## src/rtl/game_round_scheduler.sv

```systemverilog
// Round sequencer for the mental-arithmetic game: fetches terms, grades the answer, keeps score.
// Optional feature: define SCORE_DISPLAY_EN to show the final score before returning to IDLE.
module game_round_scheduler #(
   parameter int NUM_TERMS  = 5,
   parameter int SHOW_CYC   = 1,
   parameter int ENTRY_CYC  = 15,
   parameter int REVEAL_CYC = 4,
   parameter int ROUNDS     = 8
) (
   input  logic       clk,
   input  logic       rst,
   input  logic       start,
   output logic       rnd_req,
   input  logic       rnd_valid,
   input  logic [4:0] rnd_data,
   input  logic [6:0] switch,
   input  logic       submit,
   output logic [7:0] disp_value,
   output logic [1:0] disp_sel,
   output logic [6:0] led,
   output logic       busy,
   output logic       round_done,
   output logic [3:0] score,
   output logic       game_over
);

   localparam int MAX_AB  = (ENTRY_CYC > SHOW_CYC) ? ENTRY_CYC : SHOW_CYC;
   localparam int TMR_MAX = (MAX_AB > REVEAL_CYC) ? MAX_AB : REVEAL_CYC;
   localparam int TW      = $clog2(TMR_MAX + 1);

   localparam logic [1:0] SEL_BLANK  = 2'd0;
   localparam logic [1:0] SEL_TERM   = 2'd1;
   localparam logic [1:0] SEL_SWITCH = 2'd2;
   localparam logic [1:0] SEL_SUM    = 2'd3;
   localparam logic [6:0] LED_ALL    = 7'h7F;
   localparam logic [6:0] LED_WRONG  = 7'b1010101;

   typedef enum logic [2:0] {
      S_IDLE,
      S_FETCH,
      S_SHOW,
      S_BLANK,
      S_ENTRY,
      S_REVEAL
`ifdef SCORE_DISPLAY_EN
      , S_SCORE
`endif
   } state_t;

   state_t        state_q, state_d;
   logic [TW-1:0] timer_q, timer_d;
   logic [3:0]    term_cnt_q, term_cnt_d;
   logic [3:0]    round_cnt_q, round_cnt_d;
   logic [6:0]    sum_q, sum_d;
   logic [3:0]    score_q, score_d;
   logic          rnd_req_q, rnd_req_d;
   logic [7:0]    disp_value_q, disp_value_d;
   logic [1:0]    disp_sel_q, disp_sel_d;
   logic [6:0]    led_q, led_d;
   logic          busy_q, busy_d;
   logic          round_done_q, round_done_d;
   logic          game_over_q, game_over_d;

   logic [7:0]    sum_add;
   logic [6:0]    sum_wrap;
   logic          answer_ok;
   logic [3:0]    round_next;

   always_comb begin
      // Sum stays in 0..99, and 99 + 31 < 200, so one conditional subtract suffices.
      sum_add    = {1'b0, sum_q} + {3'b000, rnd_data};
      sum_wrap   = (sum_add >= 8'd100) ? 7'(sum_add - 8'd100) : sum_add[6:0];
      answer_ok  = (switch == sum_q);
      round_next = round_cnt_q + 4'd1;

      // NOTE: every *_d gets a default first so no path leaves it unassigned (no latches).
      state_d      = state_q;
      timer_d      = timer_q;
      term_cnt_d   = term_cnt_q;
      round_cnt_d  = round_cnt_q;
      sum_d        = sum_q;
      score_d      = score_q;
      rnd_req_d    = rnd_req_q;
      disp_value_d = disp_value_q;
      disp_sel_d   = disp_sel_q;
      led_d        = led_q;
      round_done_d = 1'b0;
      game_over_d  = 1'b0;

      case (state_q)
         S_IDLE: begin
            if (start) begin
               state_d     = S_FETCH;
               rnd_req_d   = 1'b1;
               score_d     = 4'd0;
               round_cnt_d = 4'd0;
               term_cnt_d  = 4'd0;
               sum_d       = 7'd0;
            end
         end
         S_FETCH: begin
            if (rnd_valid && rnd_req_q) begin
               state_d      = S_SHOW;
               rnd_req_d    = 1'b0;
               sum_d        = sum_wrap;
               term_cnt_d   = term_cnt_q + 4'd1;
               disp_value_d = {3'b000, rnd_data};
               disp_sel_d   = SEL_TERM;
               led_d        = {rnd_data, 2'b00};
               timer_d      = '0;
            end
         end
         S_SHOW: begin
            if (timer_q == TW'(SHOW_CYC - 1)) begin
               timer_d = '0;
               if (term_cnt_q < 4'(NUM_TERMS)) begin
                  state_d   = S_FETCH;
                  rnd_req_d = 1'b1;
               end else begin
                  state_d      = S_BLANK;
                  disp_value_d = 8'd0;
                  disp_sel_d   = SEL_BLANK;
                  led_d        = 7'd0;
               end
            end else begin
               timer_d = timer_q + TW'(1);
            end
         end
         S_BLANK: begin
            state_d      = S_ENTRY;
            disp_sel_d   = SEL_SWITCH;
            disp_value_d = {1'b0, switch};
            timer_d      = '0;
         end
         S_ENTRY: begin
            disp_value_d = {1'b0, switch};
            if (submit || (timer_q == TW'(ENTRY_CYC - 1))) begin
               if (answer_ok && (score_q != 4'hF)) begin
                  score_d = score_q + 4'd1;
               end
               state_d      = S_REVEAL;
               disp_sel_d   = SEL_SUM;
               disp_value_d = {1'b0, sum_q};
               led_d        = answer_ok ? LED_ALL : LED_WRONG;
               round_done_d = 1'b1;
               timer_d      = '0;
            end else begin
               timer_d = timer_q + TW'(1);
            end
         end
         S_REVEAL: begin
            if (timer_q == TW'(REVEAL_CYC - 1)) begin
               timer_d     = '0;
               round_cnt_d = round_next;
               if (round_next < 4'(ROUNDS)) begin
                  state_d      = S_FETCH;
                  rnd_req_d    = 1'b1;
                  sum_d        = 7'd0;
                  term_cnt_d   = 4'd0;
                  disp_value_d = 8'd0;
                  disp_sel_d   = SEL_BLANK;
                  led_d        = 7'd0;
               end else begin
`ifdef SCORE_DISPLAY_EN
                  state_d      = S_SCORE;
                  disp_value_d = {4'd0, score_q};
                  disp_sel_d   = SEL_SUM;
                  led_d        = (score_q == 4'(ROUNDS)) ? LED_ALL : 7'd0;
`else
                  state_d      = S_IDLE;
                  game_over_d  = 1'b1;
                  disp_value_d = 8'd0;
                  disp_sel_d   = SEL_BLANK;
                  led_d        = 7'd0;
`endif
               end
            end else begin
               timer_d = timer_q + TW'(1);
            end
         end
`ifdef SCORE_DISPLAY_EN
         S_SCORE: begin
            if (timer_q == TW'(REVEAL_CYC - 1)) begin
               timer_d      = '0;
               state_d      = S_IDLE;
               game_over_d  = 1'b1;
               disp_value_d = 8'd0;
               disp_sel_d   = SEL_BLANK;
               led_d        = 7'd0;
            end else begin
               timer_d = timer_q + TW'(1);
            end
         end
`endif
         default: state_d = S_IDLE;
      endcase

      busy_d = (state_d != S_IDLE);
   end

   // NOTE: state flops use non-blocking assignment so every flop samples pre-edge values.
   always_ff @(posedge clk) begin
      if (rst) begin
         state_q      <= S_IDLE;
         timer_q      <= '0;
         term_cnt_q   <= 4'd0;
         round_cnt_q  <= 4'd0;
         sum_q        <= 7'd0;
         score_q      <= 4'd0;
         rnd_req_q    <= 1'b0;
         disp_value_q <= 8'd0;
         disp_sel_q   <= 2'd0;
         led_q        <= 7'd0;
         busy_q       <= 1'b0;
         round_done_q <= 1'b0;
         game_over_q  <= 1'b0;
      end else begin
         state_q      <= state_d;
         timer_q      <= timer_d;
         term_cnt_q   <= term_cnt_d;
         round_cnt_q  <= round_cnt_d;
         sum_q        <= sum_d;
         score_q      <= score_d;
         rnd_req_q    <= rnd_req_d;
         disp_value_q <= disp_value_d;
         disp_sel_q   <= disp_sel_d;
         led_q        <= led_d;
         busy_q       <= busy_d;
         round_done_q <= round_done_d;
         game_over_q  <= game_over_d;
      end
   end

   assign rnd_req    = rnd_req_q;
   assign disp_value = disp_value_q;
   assign disp_sel   = disp_sel_q;
   assign led        = led_q;
   assign busy       = busy_q;
   assign round_done = round_done_q;
   assign score      = score_q;
   assign game_over  = game_over_q;

endmodule

```

## config.mk

```make
export PLATFORM = sky130hd
export DESIGN_NAME = game_round_scheduler
export DESIGN_NICKNAME = d
export VERILOG_FILES = /design/src/rtl/game_round_scheduler.sv
export SDC_FILE = /design/constraint.sdc
export NUM_CORES = 1
export LEC_CHECK = 0
export ABC_AREA = 1
export CAP_MARGIN = 10
export CORE_MARGIN = 1.5
export CORE_UTILIZATION = 25
export CTS_BUF_LIST = sky130_fd_sc_hd__clkbuf_4
export CTS_CLUSTER_DIAMETER = 200
export DETAILED_ROUTE_END_ITERATION = 10
export GPL_TIMING_DRIVEN = 0
export PLACE_DENSITY_LB_ADDON = 0.15
export SLEW_MARGIN = 40
export SYNTH_ARGS = -nofsm -noshare
export SYNTH_HDL_FRONTEND = slang
export SYNTH_SLANG_ARGS = --single-unit
```

## constraint.sdc

```tcl
create_clock -name clk -period 5 [get_ports clk]
set_clock_uncertainty 0.2 [all_clocks]
set_input_delay 0.5 -clock clk [delete_from_list [all_inputs] [get_ports clk]]
set_output_delay 0.5 -clock clk [all_outputs]
set_load 0.005 [all_outputs]
```

==> impl_metrics.tcl, run 1 <==
set metrics [dict create \
    status "complete, no violations" \
    p_per_area_nw_per_um2 247 \
    drc 0 \
    antenna_found_initial 0 \
    fin_crit_sh 0.592 \
    cp-endpoint "sum_q[3]" \
    gr-usage-all-layers 0.140 \
    cts.sinks 46 \
    netlist_top_cells_area "dfxtp_1 (34%), nand2_1 (11%), a21oi_1 (6.9%)" \
    fin_setup_tns_ns 0 \
    final_cell_area_sq_um 3340 \
    die_h_microns 107 \
    numCtsBuffers 5 \
    p_leak_nw 1.40 \
    crit_top_cell "nand2_1" \
    path_cells "clkdlybuf4s50_1, ha_1, fa_1, nand2_1, inv_1, nor2_1, inv_1, ha_1, nand3_1, nand3_2, nand2_1, nand2_1, nand3_1, a21oi_1" \
    yosys.cell_types.count 41 \
    synth-async-reset-ratio 0 \
    end_kind "flop" \
    r2r-start "sum_q[0]" \
    maxSlewHeadroom 0.548 \
    clockRootBuffer "clkbuf_4" \
    hp-class "flop to flop" \
    n_antenna_cell 0 \
    grt_pass1_vias 2510 \
    initial_utilization 0.260 \
    post_cts_buffers 0 \
    finalHoldViolations 0 \
    slowest_delay_ns 0.47 \
    synth_top_area_cell "dfxtp_1" \
    io_buffers 40 \
    crit_fanout 5 \
    slowest_stage "clkdlybuf4s50_1" \
    htreeDepth 2 \
    tritoncts "built" \
    holdWs_ns 0.261 \
    vias 2595 \
    first_pass_iters 4 \
    dieArea_sq_um 11400 \
    grt_pass1_wl_microns 12700 \
    syn-num-nets 414 \
    totalPowerFinal_uw 826 \
    grt_overflow_total 0 \
    rsz0062_at_grt "no" \
    ys_ff_latch 46 \
    slew_violations 0 \
    reg2reg_depth 13 \
    tightest_slew_ns 0.678 \
    synthToLayoutAreaGrowth_pct 24.0 \
    yosys_most_used_dff "dfxtp_1" \
    crit_start "rnd_data[0]" \
    drive_gt1_frac 0.0953 \
    rrSetupSlack_ns 2.32 \
    gp_congestion 0.867 \
    coreArea_sq_um 10400 \
    maxCapViolCount 0 \
    placed_cells 558 \
    rows 37 \
    crit_type "primary input to flop" \
    syn_area_sq_um 2700 \
    cp.required_ns 5.01 \
    place_area_sq_um 3270 \
    peakVddDrop_mv 0.115 \
    synthCells 382 \
    r2r_end "sum_q[3]" \
    synth_edf_count 0 \
    viasPerCell 4.58 \
    clock_path_buffers 2 \
    synth_top_area_share 0.342 \
    cp.depth 14 \
    grt_max_degree 15 \
    postCtsHoldBufs 0 \
    drtIter0Drc 84 \
    io_pins 42 \
    wl_per_cell_microns 13.6 \
    cp_num_buf_inv 3 \
    cp_top_family "adder cells" \
    dp_hpwl_microns 5990 \
    finalSetupViolCount 0 \
    final_cells 566 \
    final_nets 461 \
    synth.avg_cell_area_sq_um 7.06 \
    cp_data_arrival_time_ns 2.97 \
    clk_latency_ns 0.35 \
    fin_crit_ns 2.96 \
    finalWirelength_microns 7680 \
    crit_path_start_kind "primary input" \
    postRouteAntennaNets 0 \
    synth-warning-count 0 \
    clkTransAtPathRegs_ns 0.15 \
    achievable-frequency_mhz 338 \
    ys_seq_area_frac 0.342 \
    ctsResizeCount 0 \
    die_width_microns 107 \
]
worst min-delay path: stages, from the launching register on:
cell     delay (ns)
dfxtp_1        0.34
inv_1          0.05
a21oi_1        0.05
final cells by class:
class,count,area (sq um)
fillers,1151,7030
multi-input cells,278,1550
clock inverters,3,40.0
inverters,51,194
well taps,136,170
clock buffers,5,37.5
plain buffers,7,33.8
repair buffers,40,400
flip-flops and latches,46,921
cells by family (layout without fill, tap and decap cells):
family,Yosys count,count (layout),synth area share
AO/OA/AOI/OAI,78,78,0.171
XOR/XNOR,10,10,0.0325
adder cells (fa/ha/maj),15,15,0.0724
buffers and inverters,58,106,0.0845
flip-flops,46,46,0.342
other,1,1,0.00139
AND/OR/NAND/NOR,174,174,0.297
synth_stat cells (6+ instances only):
cell	n
nand3_1	27
inv_1	44
a22oi_1	8
a21oi_1	37
ha_1	14
nor3_1	6
inv_2	6
o21ai_0	19
dfxtp_1	46
nand2_1	78
xor2_1	6
nor2_1	38
cells in the final DEF (no fill, tap or decap), types with 5 or more instances in the layout:
master,instances
ha_1,14
nor3_1,6
o21ai_0,19
xor2_1,6
clkbuf_4,5
a22oi_1,8
dfxtp_1,46
nor2_1,38
clkdlybuf4s50_1,40
inv_2,6
nand2_1,78
nand3_1,27
nand2_2,5
a21oi_1,37
inv_1,44
flip-flops by register name, indices dropped and copies added, names as in the netlist:
register     cells
led              7
rnd_req          1
busy             1
score            4
disp_sel         2
sum_q            7
round_done       1
timer_q          4
round_cnt_q      4
term_cnt_q       4
game_over        1
disp_value       7
state_q          3
through the flow:
stage / setup slack, ns / utilization
after floorplan: 2.51 / -
after global placement: 1.67 / 0.315
after detailed placement: 1.67 / 0.315
after CTS: 2.06 / 0.322
after global routing: 1.83 / 0.322
final: 2.04 / 0.322
where the power goes:
| part | internal [mW] | switching, mW |
|---|---|---|
| sequential | 0.390 | 0.0155 |
| combinational | 0.0832 | 0.109 |
| clock | 0.104 | 0.125 |
worst min path at each step:
stage / start / to / slack, ns / cells after the start
after floorplan: disp_sel[1] / disp_sel[1] / 0.24 / 2
after global placement: disp_sel[1] / disp_sel[1] / 0.24 / 2
after detailed placement: disp_sel[1] / disp_sel[1] / 0.24 / 2
after CTS: disp_sel[1] / disp_sel[1] / 0.26 / 2
after global routing: disp_sel[1] / disp_sel[1] / 0.30 / 2
final: disp_sel[1] / disp_sel[1] / 0.26 / 2
routing by layer:
| layer | part of all wire | track usage |
|---|---|---|
| met2 | 0.48 | 0.238 |
| met5 | 0 | 0 |
| met1 | 0.49 | 0.184 |
| met3 | 0.025 | 0.0237 |
| met4 | 0.012 | 0.0333 |
Power figures use the tool's default switching activity.
==> run 2: changes to the inputs <==
==> constraint.sdc (replaced) <==
create_clock -name clk -period 2.75 [get_ports clk]
set_clock_uncertainty 0.2 [all_clocks]
set_input_delay 0.275 -clock clk [delete_from_list [all_inputs] [get_ports clk]]
set_output_delay 0.275 -clock clk [all_outputs]
set_load 0.005 [all_outputs]
==> impl_metrics.tcl, run 2 (same netlist as run 1, synthesis figures left out) <==
set metrics [dict create \
    clock_path_buffers 2 \
    p_leak_nw 1.39 \
    finalHoldViolations 0 \
    reg2reg_depth 13 \
    tightest_slew_ns 0.678 \
    io_buffers 40 \
    placed_cells 558 \
    finalSetupViolCount 0 \
    maxCapViolCount 0 \
    pre_cts_ws_ns -0.353 \
    multi_input_comb_area_sq_um 1550 \
    use_met3 0.0237 \
    rows 37 \
    grt_pass1_wl_microns 12700 \
    htreeDepth 2 \
    crit_path_start_kind "primary input" \
    tritoncts "built" \
    grt_util_met1 0.184 \
    vias 2597 \
    layout.area.seq_sq_um 921 \
    io_pins 42 \
    wl_per_cell_microns 13.6 \
    first_pass_iters 4 \
    n_antenna_cell 0 \
    hp-class "flop to flop" \
    grt_pass1_vias 2510 \
    coreArea_sq_um 10400 \
    holdPathStages 2 \
    achievable-frequency_mhz 390 \
    dieArea_sq_um 11400 \
    postRouteAntennaNets 0 \
    cp.required_ns 2.76 \
    dp_hpwl_microns 5990 \
    end_kind "flop" \
    fin_ws_ns 0.188 \
    grt_use_met2 0.238 \
    grt_overflow_total 0 \
    rsz0062_at_grt "no" \
    gp_congestion 0.867 \
    nFillCells 1151 \
    fin_crit_sh 0.932 \
    status "complete, no violations" \
    totalPowerFinal_mw 1.51 \
    grt_max_degree 15 \
    clockRootBuffer "clkbuf_4" \
    holdWs_ns 0.261 \
    gr-usage-all-layers 0.140 \
    die_width_microns 107 \
    numCtsBuffers 5 \
    final_nets 461 \
    slew_violations 0 \
    postCtsHoldBufs 0 \
    drc 0 \
    mostFrequentLayoutCell "nand2_1" \
    final_cell_mix "nand2_1 (77), dfxtp_1 (46), inv_1 (44)" \
    drive_gt1_frac 0.102 \
    final_cells 566 \
    peakVddDrop_mv 0.210 \
    finalWirelength_microns 7680 \
    utilization 0.323 \
    cp_data_arrival_time_ns 2.57 \
    die_h_microns 107 \
    grt_busiest_layer "met2" \
    drtIter0Drc 106 \
    p_per_area_nw_per_um2 449 \
    viasPerCell 4.59 \
    fin_crit_ns 2.56 \
    maxSlewHeadroom 0.548 \
    crit_fanout 5 \
    cts.sinks 46 \
    initial_utilization 0.260 \
    clkTransAtPathRegs_ns 0.15 \
    clk_latency_ns 0.36 \
    antenna_found_initial 0 \
    crit_type "primary input to flop" \
    synthToLayoutAreaGrowth_pct 24.3 \
]
-- run 2: metal layers --
| layer | wire length (microns) | share of wire |
|---|---|---|
| met1 | 3690 | 0.48 |
| met2 | 3640 | 0.47 |
| met3 | 258 | 0.034 |
| met4 | 95 | 0.012 |
| met5 | 0 | 0 |
-- run 2: repair_timing --
item,in CTS,in global routing
buffers inserted,0,0
endpoints found under the setup margin,0,4
resized for setup,0,3
-- run 2: worst max-delay path: stages --
cell	delay, ns
clkdlybuf4s50_1	0.47
ha_1	0.26
fa_2	0.39
nand2_1	0.09
inv_1	0.04
nor2_2	0.14
inv_1	0.08
ha_1	0.22
nand3_1	0.11
nand3_2	0.13
nand2_2	0.13
nand2_1	0.06
nand3_1	0.10
a21oi_1	0.07
-- run 2: where the power goes --
group / total (mW) / leakage [nW] / switching, mW / internal, mW
Combinational: 0.349 / 0.975 / 0.198 / 0.152
Clock: 0.419 / 0.0450 / 0.230 / 0.189
Sequential: 0.737 / 0.375 / 0.0283 / 0.709
Total: 1.51 / 1.39 / 0.456 / 1.05
-- run 2: through the flow --
step / TNS (ns) / cell area (sq um)
after floorplan: 0 / 2700
after global placement: -1.34 / 3270
after detailed placement: -1.34 / 3270
after CTS: 0 / 3340
after global routing: 0 / 3350
final: 0 / 3350
-- run 2: final cells by class --
cell class                      count  share of cell area
Buffer                              7              0.0101
Clock buffer                        5              0.0112
Clock inverter                      3              0.0119
Inverter                           51              0.0579
Multi-Input combinational cell    278               0.464
Sequential cell                    46               0.275
Tap cell                          136              0.0508
Timing Repair Buffer               40               0.119
-- run 2: worst paths after layout --
| kind | from | endpoint | slack [ns] |
|---|---|---|---|
| worst max register to register | sum_q[0] | sum_q[3] | 0.24 |
| worst min register to register | disp_sel[1] | disp_sel[1] | 0.26 |
| worst max-delay path | rnd_data[0] | sum_q[3] | 0.19 |
| worst min-delay path | disp_sel[1] | disp_sel[1] | 0.26 |
